[config.mk]
export PLATFORM = sky130hd
export DESIGN_NAME = dem_switch_tree
export DESIGN_NICKNAME = d
export VERILOG_FILES = /design/src/rtl/lib_switchblock_pkg.sv /design/src/rtl/dem_switch_node.sv /design/src/rtl/dem_switch_tree.sv
export SDC_FILE = /design/constraint.sdc
export NUM_CORES = 1
export LEC_CHECK = 0
export CAP_MARGIN = 0
export CORE_ASPECT_RATIO = 1.1
export CORE_MARGIN = 2
export CORE_UTILIZATION = 35
export DETAILED_ROUTE_END_ITERATION = 8
export GPL_TIMING_DRIVEN = 0
export PLACE_DENSITY = 0.66
export REMOVE_ABC_BUFFERS = 1
export SYNTH_ARGS = -nofsm -noshare
export SYNTH_HDL_FRONTEND = slang
export SYNTH_HIERARCHICAL = 1
export SYNTH_SLANG_ARGS = --single-unit
[constraint.sdc]
create_clock -name clk_i -period 1.55 [get_ports clk_i]
set_input_delay 0.155 -clock clk_i [delete_from_list [all_inputs] [get_ports clk_i]]
set_output_delay 0.155 -clock clk_i [all_outputs]
set_load 0.005 [all_outputs]
[src/rtl/lib_switchblock_pkg.sv]
`default_nettype none
// ============================================================================
// Module   : lib_switchblock_pkg
// Purpose  : Shared definitions for the DEM switching tree: code width, the
//            per-sample mode encoding, the node split result and helpers for
//            tree sizing and node arithmetic.
// Contents : INPUT_WIDTH      width of input, node and leaf codes
//            sb_mode_e        SB_SHAPED (0) / SB_STATIC (1)
//            sb_split_t       {out1, out2} pair produced by one node
//            sb_num_leaves()  2**layers
//            sb_num_nodes()   2**layers - 1
//            sb_split()       split one code into two halves
// Revision : 1.0 - initial parametrised release
// ============================================================================
package lib_switchblock_pkg;

  localparam int INPUT_WIDTH = 4;

  typedef enum logic {
    SB_SHAPED = 1'b0,
    SB_STATIC = 1'b1
  } sb_mode_e;

  typedef struct packed {
    logic [INPUT_WIDTH-1:0] out1;
    logic [INPUT_WIDTH-1:0] out2;
  } sb_split_t;

  function automatic int sb_num_leaves(input int layers);
    return 1 << layers;
  endfunction

  function automatic int sb_num_nodes(input int layers);
    return (1 << layers) - 1;
  endfunction

  // Splits x into two codes that sum to x. For odd x the half that receives
  // the extra unit is chosen by s_pos: 1 gives out1 = ceil, out2 = floor.
  // ceil(x/2) is formed as floor(x/2) + lsb, which tops out at 2**(W-1) and
  // therefore never wraps, even for x = all ones.
  function automatic sb_split_t sb_split(input logic [INPUT_WIDTH-1:0] x,
                                         input logic                   s_pos);
    logic [INPUT_WIDTH-1:0] lo;
    logic [INPUT_WIDTH-1:0] hi;
    sb_split_t              r;
    lo     = {1'b0, x[INPUT_WIDTH-1:1]};
    hi     = lo + {{(INPUT_WIDTH-1){1'b0}}, x[0]};
    r.out1 = s_pos ? hi : lo;
    r.out2 = s_pos ? lo : hi;
    return r;
  endfunction

endpackage
`default_nettype wire

[src/rtl/dem_switch_node.sv]
`default_nettype none
// ============================================================================
// Module   : dem_switch_node
// Purpose  : One switching node of the DEM tree. Splits its input code into
//            two halves, keeps a first-order shaping sign, and registers its
//            outputs together with the sample's valid and mode.
// Ports    : clk_i    in   clock, rising edge
//            reset_i  in   synchronous active-high reset
//            x_i      in   INPUT_WIDTH code from parent (or tree input)
//            valid_i  in   qualifies x_i / mode_i
//            mode_i   in   mode the sample entered the tree with
//            out1_o   out  registered first half (feeds child 2i+1 / leaf 2k)
//            out2_o   out  registered second half (feeds child 2i+2 / leaf 2k+1)
//            valid_o  out  registered valid
//            mode_o   out  registered mode, forwarded to children
//            sel_o    out  registered sign state, 1 = +1, 0 = -1
// Revision : 1.0 - initial parametrised release
// ============================================================================
module dem_switch_node
  import lib_switchblock_pkg::*;
(
  input  logic                   clk_i,
  input  logic                   reset_i,
  input  logic [INPUT_WIDTH-1:0] x_i,
  input  logic                   valid_i,
  input  sb_mode_e               mode_i,
  output logic [INPUT_WIDTH-1:0] out1_o,
  output logic [INPUT_WIDTH-1:0] out2_o,
  output logic                   valid_o,
  output sb_mode_e               mode_o,
  output logic                   sel_o
);

  logic [INPUT_WIDTH-1:0] out1_q, out1_d;
  logic [INPUT_WIDTH-1:0] out2_q, out2_d;
  logic                   valid_q, valid_d;
  sb_mode_e               mode_q, mode_d;
  logic                   sel_q, sel_d;

  logic                   s_pos;
  sb_split_t              split;

  always_comb begin
    // STATIC samples always round out1 up and leave the sign untouched.
    s_pos   = (mode_i == SB_STATIC) || sel_q;
    split   = sb_split(x_i, s_pos);

    out1_d  = out1_q;
    out2_d  = out2_q;
    mode_d  = mode_q;
    sel_d   = sel_q;
    valid_d = valid_i;

    if (valid_i) begin
      out1_d = split.out1;
      out2_d = split.out2;
      mode_d = mode_i;
      // Alternating the sign on every odd code spreads the extra unit
      // evenly over both subtrees (first-order shaping).
      if ((mode_i == SB_SHAPED) && x_i[0]) begin
        sel_d = ~sel_q;
      end
    end
  end

  always_ff @(posedge clk_i) begin
    if (reset_i) begin
      out1_q  <= '0;
      out2_q  <= '0;
      valid_q <= 1'b0;
      mode_q  <= SB_SHAPED;
      sel_q   <= 1'b1;
    end else begin
      out1_q  <= out1_d;
      out2_q  <= out2_d;
      valid_q <= valid_d;
      mode_q  <= mode_d;
      sel_q   <= sel_d;
    end
  end

  assign out1_o  = out1_q;
  assign out2_o  = out2_q;
  assign valid_o = valid_q;
  assign mode_o  = mode_q;
  assign sel_o   = sel_q;

endmodule
`default_nettype wire

[src/rtl/dem_switch_tree.sv]
`default_nettype none
// ============================================================================
// Module   : dem_switch_tree
// Purpose  : Parametrised, pipelined binary switching tree for the DEM DAC.
//            An input code is split over LAYERS layers of switching nodes
//            into 2**LAYERS leaf codes; one register stage per layer.
// Ports    : clk_i        in   clock, rising edge
//            reset_i      in   synchronous active-high reset
//            x_in_i       in   INPUT_WIDTH unsigned input code
//            in_valid_i   in   qualifies x_in_i
//            mode_i       in   0 = SHAPED, 1 = STATIC, travels with sample
//            x_leaf_o     out  leaf j at [j*INPUT_WIDTH +: INPUT_WIDTH]
//            out_valid_o  out  leaf codes updated this cycle
//            node_sel_o   out  per-node sign state, heap order (bit 0 = root)
// Revision : 1.0 - initial parametrised release
// ============================================================================
module dem_switch_tree
  import lib_switchblock_pkg::*;
#(
  parameter  int LAYERS     = 3,
  localparam int NUM_LEAVES = sb_num_leaves(LAYERS),
  localparam int NUM_NODES  = sb_num_nodes(LAYERS)
) (
  input  logic                              clk_i,
  input  logic                              reset_i,
  input  logic [INPUT_WIDTH-1:0]            x_in_i,
  input  logic                              in_valid_i,
  input  logic                              mode_i,
  output logic [NUM_LEAVES*INPUT_WIDTH-1:0] x_leaf_o,
  output logic                              out_valid_o,
  output logic [NUM_NODES-1:0]              node_sel_o
);

  // First heap index of the last layer; its nodes drive the leaves.
  localparam int LAST_BASE = NUM_NODES / 2;

  // Per-node signals, indexed by heap position.
  logic [INPUT_WIDTH-1:0] node_x    [NUM_NODES];
  logic                   node_vin  [NUM_NODES];
  sb_mode_e               node_min  [NUM_NODES];
  logic [INPUT_WIDTH-1:0] node_out1 [NUM_NODES];
  logic [INPUT_WIDTH-1:0] node_out2 [NUM_NODES];
  logic                   node_vout [NUM_NODES];
  sb_mode_e               node_mout [NUM_NODES];
  logic [NUM_NODES-1:0]   node_sel;

  for (genvar i = 0; i < NUM_NODES; i++) begin : g_node
    if (i == 0) begin : g_root
      assign node_x[i]   = x_in_i;
      assign node_vin[i] = in_valid_i;
      assign node_min[i] = sb_mode_e'(mode_i);
    end else begin : g_child
      localparam int PARENT = (i - 1) / 2;
      // Odd heap indices are left children (parent's out1).
      if ((i % 2) == 1) begin : g_left
        assign node_x[i] = node_out1[PARENT];
      end else begin : g_right
        assign node_x[i] = node_out2[PARENT];
      end
      assign node_vin[i] = node_vout[PARENT];
      assign node_min[i] = node_mout[PARENT];
    end

    dem_switch_node u_node (
      .clk_i   (clk_i),
      .reset_i (reset_i),
      .x_i     (node_x[i]),
      .valid_i (node_vin[i]),
      .mode_i  (node_min[i]),
      .out1_o  (node_out1[i]),
      .out2_o  (node_out2[i]),
      .valid_o (node_vout[i]),
      .mode_o  (node_mout[i]),
      .sel_o   (node_sel[i])
    );
  end

  // Last-layer node k owns leaves 2k and 2k+1, so the leaf bus is simply the
  // last layer's output registers laid out left to right.
  for (genvar k = 0; k < NUM_LEAVES / 2; k++) begin : g_leaf
    assign x_leaf_o[(2*k)*INPUT_WIDTH   +: INPUT_WIDTH] = node_out1[LAST_BASE + k];
    assign x_leaf_o[(2*k+1)*INPUT_WIDTH +: INPUT_WIDTH] = node_out2[LAST_BASE + k];
  end

  // All last-layer valids carry the same sample, any one of them will do.
  assign out_valid_o = node_vout[LAST_BASE];
  assign node_sel_o  = node_sel;

endmodule
`default_nettype wire

==> flow_metrics.tcl, run 1 <==
set metrics [dict create \
    firstDrtPassIters 4 \
    synth_cells 374 \
    cts_setup_buffers 0 \
    synth_area_per_cell_um2 9.01 \
    antenna_violations_before_repair 0 \
    worstHoldStart "reset_i" \
    setup_viol 0 \
    startpoint_type "flip-flop" \
    r2r_slack_ns 0.16 \
    htreeDepth 3 \
    max_slew_margin_pct 43.8 \
    hold_path.class "input pin to flip-flop" \
    worst_clock_skew_ns 0.0101 \
    final_period_minus_worst_setup_slack_ns 1.48 \
    tritoncts "done" \
    route.vias.total 2628 \
    placed_cells_incl_taps 504 \
    finalMaxSlewViolations 0 \
    crit_path_max_incr_delay_ns 0.54 \
    initial_core_util_pct 36.0 \
    timing.hold.worst_endpoint "g_node[1].u_node/mode_o" \
    clock_sinks 70 \
    max_cap_check_violation_count 0 \
    io_pins 48 \
    die_area_mm2 0.0104 \
    hold_viol 0 \
    area_growth_syn_to_layout_pct 20.4 \
    drc 0 \
    drive_gt1_share_pct 12.7 \
    clk_pin_slew_worst_paths_ns 0.08 \
    grt_start_max_net_pins 44 \
    crit_fanout 10 \
    rows 37 \
    number_of_global_route_vias_before_repair 2436 \
    worstMarginPinSlew_ns 0.843 \
    capturing_element_type_of_the_critical_path "primary output" \
    layoutNonFillerInstCount 520 \
    detail_placement_hpwl_um 4280 \
    drt.antenna.violating_nets 0 \
    status "finished clean" \
    r2r-start "g_node[0].u_node/valid_o" \
    die_height_um 107 \
    power.density_mw_per_mm2 1010 \
    cts_inserted_buffers 9 \
    maxClockFrequency_ghz 0.678 \
    ys_warn_count 6 \
    grt_use_total_pct 12.7 \
    die_w_um 97.5 \
    wl_final_um 6420 \
    min_path_cells 2 \
    most_used_cells_in_the_layout_excluding_fill_and_tap_cells "dfxtp_1 (58), nor2_1 (52), clkdlybuf4s50_1 (46)" \
    r2r-end "g_node[1].u_node/out1_o[3]" \
    critical_path_rt_ns 1.39 \
    placedInstanceArea_mm2 0.00380 \
    critical-path-slowest-cell "clkdlybuf4s50_1" \
    drt_first_iter_violations 107 \
    grt_pass1_wl_um 11000 \
    buffer_depth_of_the_longest_clock_path 2 \
    global_route.overflow_total 0 \
    peak_supply_drop_v 0.000388 \
    layout.cell_area.non_filler_mm2 0.00406 \
    coreArea_mm2 0.00935 \
    critical_path_arrival_ns 1.32 \
    post_drt_wl_per_cell_um 12.3 \
    ff2ff_path_depth 3 \
    port_buffers 47 \
    synth.cell_area_mm2 0.00337 \
    final_worst_path_period_share_pct 95.2 \
    worst-setup-path-type "flip-flop to primary output" \
    clkLatencyLatePin_ns 0.34 \
    layout.nets 420 \
    routed_via_density 5.05 \
    timing.critical_path.max_delay_family "buffers and inverters" \
    hold_ws_ns 0.408 \
    power_leakage_uw 0.00132 \
    rsz0062_at_grt "no" \
    n_antenna_cell 0 \
    gp_congestion 0.783 \
    final_common_cell "dfxtp_1" \
    cts_root_buffer "clkbuf_8" \
    hold_buffers 0 \
    critical_path_buf_inv_count 1 \
    worstPathCellList "clkdlybuf4s50_1" \
]
[state kept, by name (all words and copies together), names as in the netlist]
| register | flops |
|---|---|
| g_node.u_node/mode_o | 3 |
| g_node.u_node/out1_o | 28 |
| g_node.u_node/out2_o | 28 |
| g_node.u_node/sel_o | 7 |
| g_node.u_node/valid_o | 4 |
[power by group]
group / internal, uW / switching, uW
Clock: 1070 / 694
Sequential: 1880 / 113
Combinational: 188 / 154
Total: 3140 / 961
[worst max path at each step]
stage | start | end | slack (ns) | depth (start not counted)
3_5_place_dp | g_node[0].u_node/valid_o | g_node[1].u_node/out1_o[3] | -0.27 | 3
4_1_cts | g_node[1].u_node/sel_o | node_sel_o[1] | 0.05 | 1
3_3_place_gp | reset_i | g_node[6].u_node/out2_o[1] | -1.27 | 2
2_1_floorplan | g_node[0].u_node/valid_o | g_node[1].u_node/out1_o[3] | 0.11 | 3
5_1_grt | g_node[0].u_node/valid_o | g_node[1].u_node/out1_o[3] | 0.003 | 3
6_report | g_node[3].u_node/sel_o | node_sel_o[3] | 0.07 | 1
[final cells by class]
cell class	instances	area (um^2)
repair buffers	48	493
well taps	117	146
multi-input cells	269	1760
clock buffers	9	124
fillers	926	5300
clock inverters	7	120
flip-flops and latches	70	1420
[metrics by stage]
stage | power, uW | util [%] | setup TNS, ns | setup WS, ns
after floorplan | 2180 | - | 0 | 0.108
after global placement | 2360 | 40.4 | -85.44 | -1.27
after detailed placement | 2370 | 40.6 | -2.19 | -0.275
after CTS | 4170 | 43.4 | 0 | 0.0515
after global routing | 4300 | 43.4 | 0 | 0.00323
final | 4100 | 43.4 | 0 | 0.0745
[per-layer routing]
metal	global-route usage (%)	up-vias	wire length, um
met3	3.00	6	220
li1	-	1360	-
met4	6.25	0	87
met5	0	-	0
met1	15.9	1217	3130
met2	20.6	45	2980
[timing repair]
item | 4_1_cts | 5_1_grt
gates resized for setup | 10 | 2
endpoints found under the setup margin | 35 | 4
hold endpoints to repair | 0 | 0
Note: power is estimated with default switching activity, not from simulation.
==> run 2, diff against run 1 <==
GPL_TIMING_DRIVEN = unset   (was 0)
PLACE_DENSITY = 0.68   (was 0.66)
clock period = 1.32 ns   (was 1.55 ns; I/O delays follow)
==> run 2 against run 1 <==
Effect of this change:
- register-to-register slack lost 0.10 ns
- combinational power grew 64%
- critical path type is now flip-flop to flip-flop
- highest routed layer unchanged
- die area is the same
==> flow_metrics.tcl, run 2 (synthesis gave the netlist of run 1 again) <==
set metrics [dict create \
    hold_path.class "input pin to flip-flop" \
    die_area_mm2 0.0104 \
    peak_supply_drop_v 0.000433 \
    die_w_um 97.5 \
    grt_util_met3_pct 2.80 \
    cts_root_buffer "clkbuf_8" \
    layout.nets 461 \
    hold_viol 0 \
    global_route.overflow_total 0 \
    number_of_global_route_vias_before_repair 2650 \
    worst_clock_skew_ns 0.00756 \
    internal_power_uw 3320 \
    power.combinational.fraction_pct 12.7 \
    post_drt_wl_per_cell_um 12.6 \
    timing.setup.tns_ns 0 \
    sequential_fraction_of_design_power_pct 51.3 \
    n_antenna_cell 0 \
    final_worst_path_period_share_pct 95.7 \
    max_slew_margin_pct 77.5 \
    tritoncts "done" \
    placedInstanceArea_mm2 0.00410 \
    critical_path_arrival_ns 1.53 \
    power_leakage_uw 0.00167 \
    drive_gt1_share_pct 26.1 \
    port_buffers 47 \
    worstPathCellList "ha_2, ha_4, nor3b_4, xnor2_2, a211oi_2" \
    drt_first_iter_violations 85 \
    critical_path_buf_inv_count 0 \
    io_pins 48 \
    capturing_element_type_of_the_critical_path "flip-flop" \
    initial_core_util_pct 36.0 \
    crit_fanout 2 \
    maxClockFrequency_ghz 0.792 \
    power.density_mw_per_mm2 1000 \
    status "finished clean" \
    firstDrtPassIters 4 \
    grtUsageMet1_pct 17.0 \
    clock_sinks 70 \
    hold_buffers 0 \
    grt_most_used_layer "met2" \
    final.setup.worst_slack_ns 0.0567 \
    drc 0 \
    area_growth_syn_to_layout_pct 31.5 \
    fillCellCount 899 \
    pre_cts_ws_ns -0.275 \
    htreeDepth 3 \
    rows 37 \
    crit_path_max_incr_delay_ns 0.32 \
    antenna_violations_before_repair 0 \
    final_common_cell "nor2_1" \
    cts_inserted_buffers 9 \
    clock_power_share_pct 36.0 \
    route.vias.total 2812 \
    startpoint_type "flip-flop" \
    grt_use_met2_pct 22.3 \
    p_sw_uw 1110 \
    final_period_minus_worst_setup_slack_ns 1.26 \
    coreArea_mm2 0.00935 \
    routed_via_density 5.01 \
    grt_use_total_pct 13.7 \
    worst-setup-path-type "flip-flop to flip-flop" \
    grt_start_max_net_pins 71 \
    worstMarginPinSlew_ns 0.337 \
    critical_path_rt_ns 1.59 \
    power.switching_fraction_pct 25.1 \
    wl_final_um 7080 \
    gp_congestion 0.831 \
    critical-path-slowest-cell "dfxtp_2" \
    drt.antenna.violating_nets 0 \
    max_cap_check_violation_count 0 \
    timing.critical_path.max_delay_family "adder cells" \
    clk_pin_slew_worst_paths_ns 0.07 \
    finalMaxSlewViolations 0 \
    setup_viol 0 \
    buffer_depth_of_the_longest_clock_path 2 \
    die_height_um 107 \
    clkLatencyLatePin_ns 0.35 \
    grt_pass1_wl_um 11800 \
    most_used_cells_in_the_layout_excluding_fill_and_tap_cells "nor2_1 (52), dfxtp_1 (45), o21ai_0 (39)" \
    detail_placement_hpwl_um 4780 \
    layout.cell_area.non_filler_mm2 0.00443 \
]
[run 2: changes by cell type in the layout (fill, tap and decap cells not counted), sizes merged]
cell           before  now
dlymetal6s2s        0    3
dlygate4sd2         0   37
clkdlybuf4s50      46    6
buf                 2   43
bufinv              3    0
inv                 1    0
clkbuf              9   13
[run 2: power by group through the flow]
stage / combinational [uW] / sequential (uW) / clock, uW
6_report: 562 / 2270 / 1600
5_1_grt: 627 / 2280 / 1740
4_1_cts: 553 / 2260 / 1670
3_5_place_dp: 560 / 2320 / 0
3_3_place_gp: 553 / 2320 / 0
2_1_floorplan: 205 / 2350 / 0
[run 2: final timing paths]
path	from	end	slack (ns)	depth (start not counted)
worst max-delay path	g_node[1].u_node/out2_o[0]	g_node[4].u_node/out2_o[2]	0.06	5
worst min-delay path	reset_i	g_node[4].u_node/out2_o[3]	0.25	3
worst max register to register	g_node[1].u_node/out2_o[0]	g_node[4].u_node/out2_o[2]	0.06	5
worst min register to register	g_node[4].u_node/out1_o[3]	g_node[4].u_node/out1_o[3]	0.47	2
[run 2: area by class of cell]
| class | instances | area, um^2 | area share, % |
|---|---|---|---|
| clock buffers | 13 | 169 | 3.81 |
| repair buffers | 89 | 792 | 17.9 |
| well taps | 117 | 146 | 3.31 |
| multi-input cells | 269 | 1860 | 42.0 |
| flip-flops and latches | 70 | 1440 | 32.6 |
| clock inverters | 3 | 17.5 | 0.396 |
[run 2: metal layers]
layer / up-vias / routed length (um)
li1: 1447 / -
met1: 1303 / 3390
met2: 52 / 3350
met3: 10 / 216
met4: 0 / 128
met5: - / 0
[run 2: worst register-to-register path: cells and delay by family (launching register included)]
family | cells | cell delay, ns
adder cells (fa/ha/maj) | 2 | 0.37
flip-flops | 1 | 0.32
AO/OA/AOI/OAI | 1 | 0.21
AND/OR/NAND/NOR | 1 | 0.15
XOR/XNOR | 1 | 0.14
[run 2: stage by stage]
stage | hold slack, ns | utilization (%) | cells | total power, uW
2_1_floorplan | 0.197 | - | 339 | 2560
3_3_place_gp | 0.461 | 43.8 | 540 | 2870
3_5_place_dp | 0.468 | 43.8 | 540 | 2880
4_1_cts | 0.244 | 46.1 | 561 | 4490
5_1_grt | 0.277 | 47.4 | 561 | 4660
6_report | 0.247 | 47.4 | 561 | 4430
[run 2: what timing repair did]
| item | in CTS | in global routing |
|---|---|---|
| endpoints found under the hold margin | 0 | 0 |
| endpoints found under the setup margin | 43 | 19 |
| buffers inserted | 5 | 0 |
| pin swaps | 2 | 6 |
| gates resized for setup | 62 | 29 |
